--- src/rtl/nes_pad_pkg.sv ---
// Shared types for the NES pad bus scheduler: key codes, button bit
// positions, event record layout and the bus sequencer states.
package nes_pad_pkg;

    typedef enum logic [3:0] {
        KEY_NONE  = 4'd0,
        KEY_UP    = 4'd1,
        KEY_DN    = 4'd2,
        KEY_LT    = 4'd3,
        KEY_RT    = 4'd4,
        KEY_A     = 4'd5,
        KEY_B     = 4'd6,
        KEY_SEL   = 4'd7,
        KEY_START = 4'd8
    } key_e;

    // Bit positions inside state0/state1 (order the pads shift them out)
    localparam logic [2:0] BTN_A     = 3'd0;
    localparam logic [2:0] BTN_B     = 3'd1;
    localparam logic [2:0] BTN_SEL   = 3'd2;
    localparam logic [2:0] BTN_START = 3'd3;
    localparam logic [2:0] BTN_UP    = 3'd4;
    localparam logic [2:0] BTN_DN    = 3'd5;
    localparam logic [2:0] BTN_LT    = 3'd6;
    localparam logic [2:0] BTN_RT    = 3'd7;

    localparam int unsigned SCAN_LEN = 16;

    typedef struct packed {
        logic pad;
        logic press;
        key_e key;
    } evt_t;

    localparam int unsigned EVT_W = $bits(evt_t);

    typedef enum logic [2:0] {
        ST_IDLE,
        ST_LATCH,
        ST_SHIFT_LO,
        ST_SHIFT_HI,
        ST_SCAN
    } state_e;

    function automatic key_e bit_to_key(input logic [2:0] idx);
        key_e k;
        case (idx)
            BTN_A:     k = KEY_A;
            BTN_B:     k = KEY_B;
            BTN_SEL:   k = KEY_SEL;
            BTN_START: k = KEY_START;
            BTN_UP:    k = KEY_UP;
            BTN_DN:    k = KEY_DN;
            BTN_LT:    k = KEY_LT;
            default:   k = KEY_RT;
        endcase
        return k;
    endfunction

endpackage

--- src/rtl/nes_evt_fifo.sv ---
// Small synchronous event FIFO with valid/ready style output. A push is
// accepted when there is room or when the head is popped in the same cycle.
module nes_evt_fifo
    import nes_pad_pkg::*;
#(
    parameter int unsigned DEPTH = 4
) (
    input  logic             clk_i,
    input  logic             rst_ni,
    input  logic             push_i,
    input  logic [EVT_W-1:0] data_i,
    input  logic             pop_i,
    output logic             valid_o,
    output logic [EVT_W-1:0] data_o,
    output logic             full_o
);

    localparam int unsigned AW = $clog2(DEPTH);
    localparam logic [AW:0] CNT_FULL = (AW+1)'(DEPTH);

    logic [EVT_W-1:0] mem_q [DEPTH];
    logic [AW-1:0]    wr_q;
    logic [AW-1:0]    rd_q;
    logic [AW:0]      cnt_q;
    logic             pop_ok;
    logic             push_ok;

    assign valid_o = (cnt_q != '0);
    assign full_o  = (cnt_q == CNT_FULL);
    assign data_o  = mem_q[rd_q];
    assign pop_ok  = pop_i && valid_o;
    assign push_ok = push_i && (!full_o || pop_ok);

    // Storage array; written only on an accepted push
    always_ff @(posedge clk_i) begin
        if (push_ok) begin
            mem_q[wr_q] <= data_i;
        end
    end

    // Pointers and occupancy
    always_ff @(posedge clk_i or negedge rst_ni) begin
        if (!rst_ni) begin
            wr_q  <= '0;
            rd_q  <= '0;
            cnt_q <= '0;
        end else begin
            if (push_ok) begin
                wr_q <= wr_q + 1'b1;
            end
            if (pop_ok) begin
                rd_q <= rd_q + 1'b1;
            end
            if (push_ok && !pop_ok) begin
                cnt_q <= cnt_q + 1'b1;
            end else if (pop_ok && !push_ok) begin
                cnt_q <= cnt_q - 1'b1;
            end
        end
    end

endmodule

--- src/rtl/nes_pad_scheduler.sv ---
// Single owner of the shared NES pad bus: periodic latch pulse, 7 serial
// clocks, parallel sampling of both pads, then a 16-cycle scan that turns
// button changes into press/release events queued for the game logic.
// Optional feature: define DEBOUNCE_EN to accept a change only after two
// consecutive identical frames.
module nes_pad_scheduler
    import nes_pad_pkg::*;
#(
    parameter int unsigned SER_DIV    = 256,
    parameter int unsigned FRAME_DIV  = 262144,
    parameter int unsigned FIFO_DEPTH = 4
) (
    input  logic       clk,
    input  logic       reset,
    input  logic       enable,
    input  logic [1:0] pad_data,
    output logic       pad_latch,
    output logic       pad_clk,
    output logic [7:0] state0,
    output logic [7:0] state1,
    output logic       frame_done,
    output logic       evt_valid,
    input  logic       evt_ready,
    output logic       evt_pad,
    output logic       evt_press,
    output logic [3:0] evt_key,
    output logic       overflow
);

    localparam int unsigned TW   = (FRAME_DIV > 1) ? $clog2(FRAME_DIV) : 1;
    localparam int unsigned PMAX = (2 * SER_DIV > SCAN_LEN) ? 2 * SER_DIV : SCAN_LEN;
    localparam int unsigned PW   = $clog2(PMAX);

    state_e           state_q, state_d;
    logic [TW-1:0]    timer_q;
    logic             tick;
    logic [PW-1:0]    phase_q, phase_d;
    logic             phase_last;
    logic [2:0]       bit_q, bit_d;
    logic [7:0]       samp0_q, samp0_d, samp1_q, samp1_d;
    logic [7:0]       state0_q, state0_d, state1_q, state1_d;
    logic             latch_q, pclk_q, done_q, ovf_q;
    logic [7:0]       acc0, acc1;
    logic [3:0]       scan_idx;
    logic             scan_pad, scan_new, scan_cur, scan_acc, scan_end;
    logic [2:0]       scan_bit;
    logic             push, pop, full;
    evt_t             push_evt, head_evt;
    logic [EVT_W-1:0] push_data, head_data;

    assign tick = (timer_q == TW'(FRAME_DIV - 1));

    // Free-running frame timer, wraps modulo FRAME_DIV
    always_ff @(posedge clk or negedge reset) begin
        if (!reset) begin
            timer_q <= '0;
        end else if (tick) begin
            timer_q <= '0;
        end else begin
            timer_q <= timer_q + 1'b1;
        end
    end

    // Last cycle of the current phase
    always_comb begin
        phase_last = 1'b0;
        case (state_q)
            ST_LATCH:                 phase_last = (phase_q == PW'(2 * SER_DIV - 1));
            ST_SHIFT_LO, ST_SHIFT_HI: phase_last = (phase_q == PW'(SER_DIV - 1));
            ST_SCAN:                  phase_last = (phase_q == PW'(SCAN_LEN - 1));
            default:                  phase_last = 1'b0;
        endcase
    end

    // Bus sequencer next state, phase/bit counters and pad sampling
    always_comb begin
        state_d = state_q;
        phase_d = phase_q + 1'b1;
        bit_d   = bit_q;
        samp0_d = samp0_q;
        samp1_d = samp1_q;
        case (state_q)
            ST_IDLE: begin
                phase_d = '0;
                bit_d   = '0;
                if (tick && enable) begin
                    state_d = ST_LATCH;
                end
            end
            ST_LATCH: begin
                if (phase_last) begin
                    samp0_d[0] = ~pad_data[0];
                    samp1_d[0] = ~pad_data[1];
                    phase_d    = '0;
                    bit_d      = 3'd1;
                    state_d    = ST_SHIFT_LO;
                end
            end
            ST_SHIFT_LO: begin
                if (phase_last) begin
                    phase_d = '0;
                    state_d = ST_SHIFT_HI;
                end
            end
            ST_SHIFT_HI: begin
                if (phase_last) begin
                    samp0_d[bit_q] = ~pad_data[0];
                    samp1_d[bit_q] = ~pad_data[1];
                    phase_d        = '0;
                    if (bit_q == 3'd7) begin
                        state_d = ST_SCAN;
                    end else begin
                        bit_d   = bit_q + 1'b1;
                        state_d = ST_SHIFT_LO;
                    end
                end
            end
            ST_SCAN: begin
                if (phase_last) begin
                    phase_d = '0;
                    state_d = ST_IDLE;
                end
            end
            default: begin
                phase_d = '0;
                state_d = ST_IDLE;
            end
        endcase
    end

`ifdef DEBOUNCE_EN
    logic [7:0] prev0_q, prev1_q;

    // Previous frame's raw samples, used to qualify changes
    always_ff @(posedge clk or negedge reset) begin
        if (!reset) begin
            prev0_q <= '0;
            prev1_q <= '0;
        end else if (scan_end) begin
            prev0_q <= samp0_q;
            prev1_q <= samp1_q;
        end
    end

    assign acc0 = ~(samp0_q ^ prev0_q);
    assign acc1 = ~(samp1_q ^ prev1_q);
`else
    assign acc0 = '1;
    assign acc1 = '1;
`endif

    // Scan walks pad0 bits 0..7 then pad1 bits 0..7, one per cycle
    always_comb begin
        scan_idx  = phase_q[3:0];
        scan_pad  = scan_idx[3];
        scan_bit  = scan_idx[2:0];
        scan_new  = scan_pad ? samp1_q[scan_bit]  : samp0_q[scan_bit];
        scan_cur  = scan_pad ? state1_q[scan_bit] : state0_q[scan_bit];
        scan_acc  = scan_pad ? acc1[scan_bit]     : acc0[scan_bit];
        scan_end  = (state_q == ST_SCAN) && phase_last;
        push      = (state_q == ST_SCAN) && scan_acc && (scan_new != scan_cur);
        push_evt  = '{pad: scan_pad, press: scan_new, key: bit_to_key(scan_bit)};
        push_data = push_evt;
        state0_d  = state0_q;
        state1_d  = state1_q;
        if (scan_end) begin
            state0_d = (samp0_q & acc0) | (state0_q & ~acc0);
            state1_d = (samp1_q & acc1) | (state1_q & ~acc1);
        end
    end

    assign pop = evt_valid && evt_ready;

    // Sequencer registers; bus lines are registered from the next state so they never glitch
    always_ff @(posedge clk or negedge reset) begin
        if (!reset) begin
            state_q  <= ST_IDLE;
            phase_q  <= '0;
            bit_q    <= '0;
            samp0_q  <= '0;
            samp1_q  <= '0;
            state0_q <= '0;
            state1_q <= '0;
            latch_q  <= 1'b0;
            pclk_q   <= 1'b0;
            done_q   <= 1'b0;
            ovf_q    <= 1'b0;
        end else begin
            state_q  <= state_d;
            phase_q  <= phase_d;
            bit_q    <= bit_d;
            samp0_q  <= samp0_d;
            samp1_q  <= samp1_d;
            state0_q <= state0_d;
            state1_q <= state1_d;
            latch_q  <= (state_d == ST_LATCH);
            pclk_q   <= (state_d == ST_SHIFT_HI);
            done_q   <= scan_end;
            ovf_q    <= ovf_q | (push && full && !pop);
        end
    end

    nes_evt_fifo #(
        .DEPTH(FIFO_DEPTH)
    ) u_fifo (
        .clk_i  (clk),
        .rst_ni (reset),
        .push_i (push),
        .data_i (push_data),
        .pop_i  (evt_ready),
        .valid_o(evt_valid),
        .data_o (head_data),
        .full_o (full)
    );

    assign head_evt   = evt_t'(head_data);
    assign evt_pad    = head_evt.pad;
    assign evt_press  = head_evt.press;
    assign evt_key    = head_evt.key;
    assign pad_latch  = latch_q;
    assign pad_clk    = pclk_q;
    assign state0     = state0_q;
    assign state1     = state1_q;
    assign frame_done = done_q;
    assign overflow   = ovf_q;

endmodule

--- config.mk ---
export PLATFORM = sky130hd
export DESIGN_NAME = nes_pad_scheduler
export DESIGN_NICKNAME = d
export VERILOG_FILES = /design/src/rtl/nes_pad_pkg.sv /design/src/rtl/nes_evt_fifo.sv /design/src/rtl/nes_pad_scheduler.sv
export SDC_FILE = /design/constraint.sdc
export NUM_CORES = 1
export LEC_CHECK = 0
export BUFFER_PORTS_ARGS = -buffer_cell sky130_fd_sc_hd__buf_2
export CORE_UTILIZATION = 40
export CTS_CLUSTER_DIAMETER = 40
export DETAILED_ROUTE_END_ITERATION = 8
export PLACE_DENSITY = 0.59
export SLEW_MARGIN = 20
export SYNTH_ARGS = -nofsm -noshare
export SYNTH_HDL_FRONTEND = slang
export SYNTH_SLANG_ARGS = --single-unit
export TNS_END_PERCENT = 1
--- constraint.sdc ---
create_clock -name clk -period 4.4 [get_ports clk]
set_clock_uncertainty 0.1 [all_clocks]
set_input_delay 0.22 -clock clk [delete_from_list [all_inputs] [get_ports clk]]
set_output_delay 0.22 -clock clk [all_outputs]
set_load 0.03 [all_outputs]
==> results.yml, run 1 <==
outcome:
  status: "finished, violations left"
  violations: "design-rule violations"
sta:
  finalSetupViolCount: 0
  finalCriticalPeriod_ns: 3.47
  max_slew.worst_pin.slew_ns: 1.14
  fin_setup_tns_ns: 0
  relSlewSlack_pct: 23.3
  rsz0062_at_grt: "false"
  period_share_pct: 78.9
  slew_violations: 0
  fmax_mhz: 288
  finalHoldViolations: 0
logic_synthesis:
  synthCells: 369
  netlist_area_mm2: 0.00480
  synth_ff_type: "dfrtp_1"
  synth_edf_count: 24
  synth.avg_cell_area_um2: 13.0
  yosysWarnings: 0
  synthArstFlopShare_pct: 76.0
  synth-seq-cells: 100
  synth_seq_area_share_pct: 54.7
  syn_nets: 389
  ys_types: 57
power:
  p_per_area_mw_per_mm2: 366
  vdd_ir_drop_max_mv: 0.174
  finalPower_w: 0.00196
  p_leak_nw: 2.42
min_path:
  hp-class: "in2reg"
  min-delay-start: "enable"
  hold_end: "pad_latch"
  hold_depth: 3
layout:
  drive_above_1_share_pct: 23.6
  nFillCells: 1054
  final_cells: 545
  finish.net_count: 417
  antennaDiodeCount: 0
  syn_to_final_growth_pct: 11.7
placement:
  dp_hpwl_um: 6060
  port_buffers: 32
  dp.cells: 527
  place_congestion: 0.766
setup_path:
  ff2ff_path_depth: 11
  r2r_setup_slack_ns: 0.93
  cp_data_arrival_time_ns: 3.64
  required_ns: 4.57
  timing.rr.start: "phase_q[0]"
  worst-path-max-fanout: 12
  criticalPathCategory: "reg2reg"
  r2r_end: "u_fifo.cnt_q[2]"
  start_kind: "register"
  endpoint_kind: "register"
clock_network:
  clockBufferDepth: 2
  clkSinkCount: 100
  htreeDepth: 3
  cts.reportedPaths.clkPinSlew_ns: 0.07
  cts-buffers-inserted: 9
  clkLatencyLatePin_ns: 0.34
  ctsResizeCount: 0
  cts_tree: "done"
  cts-root-buf: "clkbuf_16"
routing:
  drtPass1Iterations: 8
  vias: 2809
  drtAntennaViolNets: 0
  via_per_inst: 5.15
  routed_wl_um: 8650
  drt_iter0_drc: 108
  drt-wirelength-per-cell_um: 15.9
  drcViolationCount: 5
flow_run:
  drv_cap: 0
floorplanning:
  io_pins: 33
  die_area_mm2: 0.0124
  die_y_um: 112
  fp-row-count: 39
  core_region_area_mm2: 0.0116
  chipWidth_um: 112
  start_util_pct: 41.5
global_route:
  antenna_found_initial: 0
  grt_use_met1_pct: 21.1
  grt_pass1_wl_um: 14900
  met2_usage_pct: 23.8
  met3_usage_pct: 3.43
  grt_pass1_vias: 2892
  busiest_layer: "met2"
  grt-ovfl-total: 0
  grt_max_degree: 77
  grt.total_usage_pct: 15.4
[sequential cells by signal, indices dropped and copies added, names as in the netlist]
name / cells
u_fifo.mem_q: 24
timer_q: 18
phase_q: 9
samp0_q: 8
samp1_q: 8
state0: 8
state1: 8
bit_q: 3
state_q: 3
u_fifo.cnt_q: 3
u_fifo.rd_q: 2
u_fifo.wr_q: 2
frame_done: 1
overflow: 1
pad_clk: 1
pad_latch: 1
[synth_stat cells, types with 2 or more instances]
cell      instances  area share (%)
ha_1             13             3.4
mux4_1            5             2.7
clkbuf_8          2            0.57
nand2b_1          2            0.26
and2_2            4            0.63
nor3_1            8            0.83
nand4_1           5            0.65
nand3_1          15             1.6
dfrtp_1          76              40
nor3_4            2            0.68
mux2i_1          13             2.7
o21ai_0           3            0.31
mux4_2            9             4.2
a31oi_1           5            0.65
clkbuf_1          5            0.39
a32o_1            2            0.42
nand3b_2          2            0.47
and3_1           10             1.3
buf_1             4            0.31
buf_6             4            0.94
nand3_2           2            0.42
mux2_2           18             4.2
edfxtp_1         24              15
nor2b_1           5            0.65
inv_1            22             1.7
nor2_1           31             2.4
buf_2             2            0.21
and4_1            2            0.37
xnor2_1          17             3.1
xor2_1           11             2.0
nand2_1          14             1.1
a21oi_1           7            0.73
[worst max-delay path by stage]
stage	startpoint	endpoint	slack, ns
after detailed placement	phase_q[0]	u_fifo.cnt_q[2]	0.94
final	phase_q[0]	u_fifo.cnt_q[2]	0.93
after CTS	phase_q[0]	u_fifo.cnt_q[2]	0.91
after floorplan	phase_q[0]	u_fifo.cnt_q[2]	1.43
after global placement	phase_q[0]	u_fifo.cnt_q[2]	1.09
after global routing	phase_q[0]	u_fifo.cnt_q[2]	0.68
[cell families after synthesis]
family,count (synthesis),synth area share (%)
AO/OA/AOI/OAI,27,4.15
multiplexers,46,14.2
AND/OR/NAND/NOR,114,13.6
flip-flops,100,54.7
adder cells (fa/ha/maj),14,3.81
buffers and inverters,39,4.15
XOR/XNOR,29,5.45
[power by group]
group          leakage (nW)  internal, W  switching [W]
sequential             1.15     0.000974      0.0000516
clock                 0.148     0.000453       0.000343
combinational          1.12    0.0000744      0.0000668
total                  2.42      0.00150       0.000461
[critical path, cell delays in order, from the launching register on]
cell	delay [ns]
dfrtp_1	0.71
mux4_2	0.58
a22oi_2	0.18
nand3_2	0.17
xnor2_2	0.20
nor3_4	0.32
ha_1	0.26
inv_1	0.07
fa_1	0.37
xor2_1	0.15
nor2_1	0.11
xor2_1	0.16
[what timing repair did]
| item | 4_1_cts | 5_1_grt |
|---|---|---|
| hold endpoints to repair | 76 | 0 |
| setup buffers | 0 | 0 |
| hold buffers | 1 | 0 |
[cell type report]
type                    instances  area (um^2)  area share [%]
flip-flops and latches        100         2620            48.9
multi-input cells             230         1980            36.9
clock buffers                  13          282            5.25
repair buffers                 34          193            3.59
well taps                     143          179            3.34
inverters                      22         82.6            1.54
clock inverters                 3         25.0           0.467
[metrics by stage]
stage	area, um^2	hold WS (ns)	setup slack (ns)	utilization, %
floorplan	4800	-0.176	1.43	-
global placement	5020	0.342	1.09	43.4
detailed placement	5020	0.347	0.936	43.4
CTS	5340	0.0676	0.913	46.2
global route	5360	0.0844	0.675	46.3
finish	5360	0.0722	0.929	46.3
[metal layers]
metal / up-vias / wire [um]
li1: 1368 / -
met1: 1405 / 4320
met2: 23 / 3950
met3: 13 / 222
met4: 0 / 152
met5: - / 0
[cell usage in the layout, fill, tap and decap left out, types with 7 or more instances in the layout]
cell type	count
buf_2	31
dfrtp_1	76
nand2_1	14
a21oi_1	7
mux4_2	9
nor3_1	8
mux2_2	18
mux2i_1	13
nand3_1	15
xor2_1	11
and3_1	10
clkbuf_16	10
xnor2_1	17
nor2_1	31
inv_1	22
edfxtp_1	24
ha_1	13
(Power assumes the default switching activity.)
==> run 2: changes to the inputs <==
--- a/config.mk
+++ b/config.mk
@@ -9,7 +9,7 @@
 export CORE_UTILIZATION = 40
 export CTS_CLUSTER_DIAMETER = 40
 export DETAILED_ROUTE_END_ITERATION = 8
-export PLACE_DENSITY = 0.59
+export PLACE_DENSITY = 0.61
 export SLEW_MARGIN = 20
 export SYNTH_ARGS = -nofsm -noshare
 export SYNTH_HDL_FRONTEND = slang
==> constraint.sdc (replaced) <==
create_clock -name clk -period 3.1 [get_ports clk]
set_clock_uncertainty 0.1 [all_clocks]
set_input_delay 0.155 -clock clk [delete_from_list [all_inputs] [get_ports clk]]
set_output_delay 0.155 -clock clk [all_outputs]
set_load 0.03 [all_outputs]
==> run 2 against run 1 <==
The flow still finishes with violations (design-rule violations). Combinational power grew 48%. Critical path depth grew 1. Clock power grew 36%. Sequential share of layout area shrank 1.1 points. Global-route usage grew 0.13 points. Register-to-register slack lost 0.87 ns. Cell count grew 2.8%. Clock-buffer cell count shrank 3. Setup slack lost 0.87 ns. Sequential power grew 42%. Largest power group unchanged.
==> results.yml, run 2 (same netlist as run 1, synthesis figures left out) <==
outcome:
  status: "finished, violations left"
  violations: "design-rule violations"
sta:
  finalCriticalPeriod_ns: 3.04
  finalSetupViolCount: 0
  period_share_pct: 98.0
  max_slew.worst_pin.slew_ns: 0.952
  fmax_mhz: 329
  relSlewSlack_pct: 36.5
  slew_violations: 0
  finalHoldViolations: 0
floorplanning:
  die_area_mm2: 0.0124
  chipWidth_um: 112
  start_util_pct: 41.5
  fp-row-count: 39
  die_y_um: 112
  core_region_area_mm2: 0.0116
  io_pins: 33
power:
  vdd_ir_drop_max_mv: 0.218
  p_per_area_mw_per_mm2: 500
  p_leak_nw: 2.48
  finalPower_w: 0.00274
flow_run:
  drv_cap: 0
setup_path:
  cpMostUsedCell: "xor2_1"
  criticalPathCategory: "reg2reg"
  crit_buf_inv: 2
  cp_data_arrival_time_ns: 3.21
  worst-path-max-fanout: 8
  r2r_setup_slack_ns: 0.06
  required_ns: 3.27
  cpPeakStageDelay_ns: 0.49
  start_kind: "register"
  slowest_stage: "mux4_2"
  cp_cell_sequence: "buf_4 > mux4_2 > a22oi_2 > nand3_4 > xnor2_4 > nor3_4 > ha_2 > inv_1 > fa_2 > xor2_1 > nor2_1 > xor2_1"
  endpoint_kind: "register"
  timing.rr.start: "phase_q[0]"
  r2r_end: "u_fifo.cnt_q[2]"
  path_delay_family: "adder cells"
  ff2ff_path_depth: 12
  path_depth: 12
clock_network:
  cts.reportedPaths.clkPinSlew_ns: 0.07
  clkLatencyLatePin_ns: 0.35
  clkSinkCount: 100
  clockBufferDepth: 2
  cts_tree: "done"
  cts-root-buf: "clkbuf_16"
  htreeDepth: 3
  cts-buffers-inserted: 9
min_path:
  hold_end: "samp0_q[6]"
  min-delay-start: "pad_data[0]"
  hp-class: "in2reg"
  hold_depth: 2
routing:
  drcViolationCount: 1
  routed_wl_um: 8860
  drtPass1Iterations: 6
  drtAntennaViolNets: 0
  drt-wirelength-per-cell_um: 15.8
  via_per_inst: 5.19
  drt_iter0_drc: 159
  vias: 2904
global_route:
  grt_pass1_wl_um: 14900
  grt_max_degree: 77
  met3_usage_pct: 2.94
  grt_pass1_vias: 2898
  busiest_layer: "met2"
  grt-ovfl-total: 0
  antenna_found_initial: 0
  met2_usage_pct: 24.5
  grt_use_met1_pct: 20.3
  grt.total_usage_pct: 15.6
layout:
  final_common_cell: "dfrtp_1"
  syn_to_final_growth_pct: 14.2
  final_cell_mix: "75 x dfrtp_1, 31 x nor2_1, 31 x buf_2, 24 x edfxtp_1, 22 x inv_1"
  largest_reg_flops: 24
  finish.net_count: 432
  fin_util_pct: 47.4
  drive_above_1_share_pct: 27.6
  top_regs: "u_fifo.mem_q x24, timer_q x18, phase_q x9"
  antennaDiodeCount: 0
  regMostFlops: "u_fifo.mem_q"
placement:
  port_buffers: 32
  dp_hpwl_um: 6050
  place_congestion: 0.795
## run 2: layout make-up
class	count	area [um^2]
fillers	1022	6080
flip-flops and latches	100	2620
multi-input cells	230	2020
repair buffers	49	298
clock buffers	10	239
well taps	143	179
inverters	22	82.6
clock inverters	6	43.8
## run 2: metrics by stage
step | cell area [um^2] | setup slack (ns) | setup TNS, ns | std cells | hold slack, ns
3_5_place_dp | 5080 | -0.0981 | -0.114 | 534 | 0.279
3_3_place_gp | 5080 | 0.0467 | 0 | 534 | 0.269
5_1_grt | 5480 | -0.0689 | -0.0862 | 560 | 0.0291
4_1_cts | 5390 | 0.0109 | 0 | 553 | 0.00406
2_1_floorplan | 4800 | 0.127 | 0 | 369 | -0.241
6_report | 5480 | 0.0631 | 0 | 560 | 0.0152
## run 2: repair_timing
item | CTS | global route
hold buffers | 3 | 0
endpoints found under the hold margin | 79 | 0
endpoints found under the setup margin | 2 | 2
buffers inserted | 0 | 7
gates resized for setup | 1 | 7
pin swaps | 0 | 6
## run 2: worst max path at each step
stage               startpoint               to  slack (ns)
detailed placement  phase_q[0]  u_fifo.cnt_q[2]        -0.1
floorplan           phase_q[0]  u_fifo.cnt_q[2]        0.13
global placement    phase_q[0]  u_fifo.cnt_q[2]        0.05
CTS                 phase_q[0]  u_fifo.cnt_q[2]        0.01
finish              phase_q[0]  u_fifo.cnt_q[2]        0.06
global route        phase_q[0]  u_fifo.cnt_q[2]       -0.07
## run 2: where the power goes
| group | switching, W | leakage [nW] | internal (W) |
|---|---|---|---|
| clock | 0.000503 | 0.145 | 0.000573 |
| combinational | 0.0000978 | 1.19 | 0.000110 |
| sequential | 0.0000775 | 1.15 | 0.00138 |
| total | 0.000678 | 2.48 | 0.00207 |
## run 2: per-layer routing
metal  wire, um  up-vias  part of all wire (%)
met1       4230     1456                    48
li1           -     1398                     -
met2       4200       37                    47
met3        224       13                   2.5
met4        210        0                   2.4
met5          0        -                     0
==> run 3: changes to the inputs <==
--- a/config.mk
+++ b/config.mk
@@ -9,6 +9,7 @@
 export CORE_UTILIZATION = 40
 export CTS_CLUSTER_DIAMETER = 40
 export DETAILED_ROUTE_END_ITERATION = 8
+export MAX_ROUTING_LAYER = met4
 export PLACE_DENSITY = 0.61
 export SLEW_MARGIN = 20
 export SYNTH_ARGS = -nofsm -noshare
==> run 3 against run 2 <==
The run still ends with design-rule violations left. Non-clock buffer count stayed put. Combinational power hardly changed. Sequential power hardly changed. Total power hardly changed. Hold slack better by 0.00061 ns. Core utilization stayed put. Global-route usage is 0.46 points higher. Maximum frequency hardly changed. Sequential share of layout area stayed put. Critical endpoint unchanged. Critical path depth stayed put.
==> results.yml, run 3 (same netlist as run 1, synthesis figures left out) <==
outcome:
  status: "finished, violations left"
  violations: "design-rule violations"
sta:
  finalSetupViolCount: 0
  finalHoldViolations: 0
  fmax_mhz: 329
  finalCriticalPeriod_ns: 3.04
  max_slew.worst_pin.slew_ns: 0.953
  setup_ws_ns: 0.0643
  period_share_pct: 97.9
  slew_violations: 0
  relSlewSlack_pct: 36.5
layout:
  final_cell_mix: "75 x dfrtp_1, 31 x nor2_1, 31 x buf_2, 24 x edfxtp_1, 22 x inv_1"
  largest_reg_flops: 24
  regArea_mm2: 0.00262
  fin_util_pct: 47.4
  antennaDiodeCount: 0
  regMostFlops: "u_fifo.mem_q"
  finish.net_count: 432
  fin_area_mm2: 0.00548
  syn_to_final_growth_pct: 14.2
  drive_above_1_share_pct: 27.6
  final_common_cell: "dfrtp_1"
  multiInputGateArea_mm2: 0.00202
  final_cells: 560
  top_regs: "u_fifo.mem_q x24, timer_q x18, phase_q x9"
  nFillCells: 1022
floorplanning:
  io_pins: 33
  die_area_mm2: 0.0124
  start_util_pct: 41.5
  die_y_um: 112
  core_region_area_mm2: 0.0116
  fp-row-count: 39
  chipWidth_um: 112
flow_run:
  drv_cap: 0
setup_path:
  worst-path-max-fanout: 8
  criticalPathCategory: "reg2reg"
  cp_data_arrival_time_ns: 3.21
  endpoint_kind: "register"
  required_ns: 3.27
  start_kind: "register"
routing:
  drt_iter0_drc: 148
  drtAntennaViolNets: 0
  routed_wl_um: 8800
  drt-wirelength-per-cell_um: 15.7
  vias: 2892
  drcViolationCount: 1
  drtPass1Iterations: 6
  via_per_inst: 5.16
placement:
  port_buffers: 32
  dp_hpwl_um: 6050
  place_ws_ns: -0.0981
  placed_cell_area_mm2: 0.00508
  place_congestion: 0.807
  dp.cells: 534
global_route:
  grt-ovfl-total: 0
  grt.total_usage_pct: 16.0
  antenna_found_initial: 0
  grt_pass1_vias: 2893
  grt_max_degree: 77
  grt_pass1_wl_um: 14800
clock_network:
  cts-buffers-inserted: 9
  clkLatencyLatePin_ns: 0.35
  htreeDepth: 3
  clockBufferDepth: 2
  cts_tree: "done"
  cts.reportedPaths.clkPinSlew_ns: 0.07
  clkSinkCount: 100
  cts-root-buf: "clkbuf_16"
power:
  vdd_ir_drop_max_mv: 0.218
  finalPower_w: 0.00274
  p_leak_nw: 2.48
  p_per_area_mw_per_mm2: 500
min_path:
  hp-class: "in2reg"
==> run 3: cell counts in the layout (fill, tap and decap cells not counted) <==
No cell type changed its count.
==> run 3: final timing paths <==
kind | startpoint | end | slack, ns | cells after the start
setup / recovery | phase_q[0] | u_fifo.cnt_q[2] | 0.06 | 12
hold / removal | pad_data[0] | samp0_q[6] | 0.02 | 2
setup reg to reg | phase_q[0] | u_fifo.cnt_q[2] | 0.06 | 12
hold reg to reg | overflow | overflow | 0.36 | 1
max in group asynchronous | reset | phase_q[0] | 1.84 | 2
min in group asynchronous | reset | timer_q[15] | 0.38 | 2
==> run 3: worst max-delay path, cell delays in order (launching register included) <==
cell and delay, ns:
dfrtp_2 0.46, buf_4 0.14, mux4_2 0.49, a22oi_2 0.26, nand3_4 0.14, xnor2_4 0.18
nor3_4 0.14, ha_2 0.21, inv_1 0.06, fa_2 0.33, xor2_1 0.15, nor2_1 0.13
xor2_1 0.16
==> run 3: layout make-up <==
| type | count | share of cell area, % |
|---|---|---|
| clock buffers | 10 | 4.36 |
| flip-flops and latches | 100 | 47.9 |
| well taps | 143 | 3.26 |
| clock inverters | 6 | 0.799 |
| inverters | 22 | 1.51 |
| multi-input cells | 230 | 36.8 |
| repair buffers | 49 | 5.43 |
==> run 3: timing repair <==
item / CTS / global route
setup buffers: 0 / 7
hold buffers: 3 / 0
gates resized for setup: 1 / 7
setup endpoints to repair: 2 / 2
cloned: 0 / 0
pin swaps: 0 / 6
hold endpoints to repair: 79 / 0
==> run 3: report_power, final <==
| group | internal [W] | total, W | switching [W] |
|---|---|---|---|
| Sequential | 0.00138 | 0.00146 | 0.0000774 |
| Clock | 0.000573 | 0.00108 | 0.000502 |
| Combinational | 0.000110 | 0.000207 | 0.0000977 |
==> run 3: stage by stage <==
step           setup TNS (ns)  hold WS (ns)
5_1_grt               -0.0771        0.0291
6_report                    0        0.0158
2_1_floorplan               0        -0.241
4_1_cts                     0       0.00406
3_3_place_gp                0         0.269
3_5_place_dp           -0.114         0.279
==> run 3: metal layers <==
metal,wire (um),vias to the layer above,global-route usage [%]
met5,0,-,-
met4,214,0,8.65
met3,222,13,2.94
met2,4140,35,24.5
met1,4220,1445,20.3
li1,-,1399,-
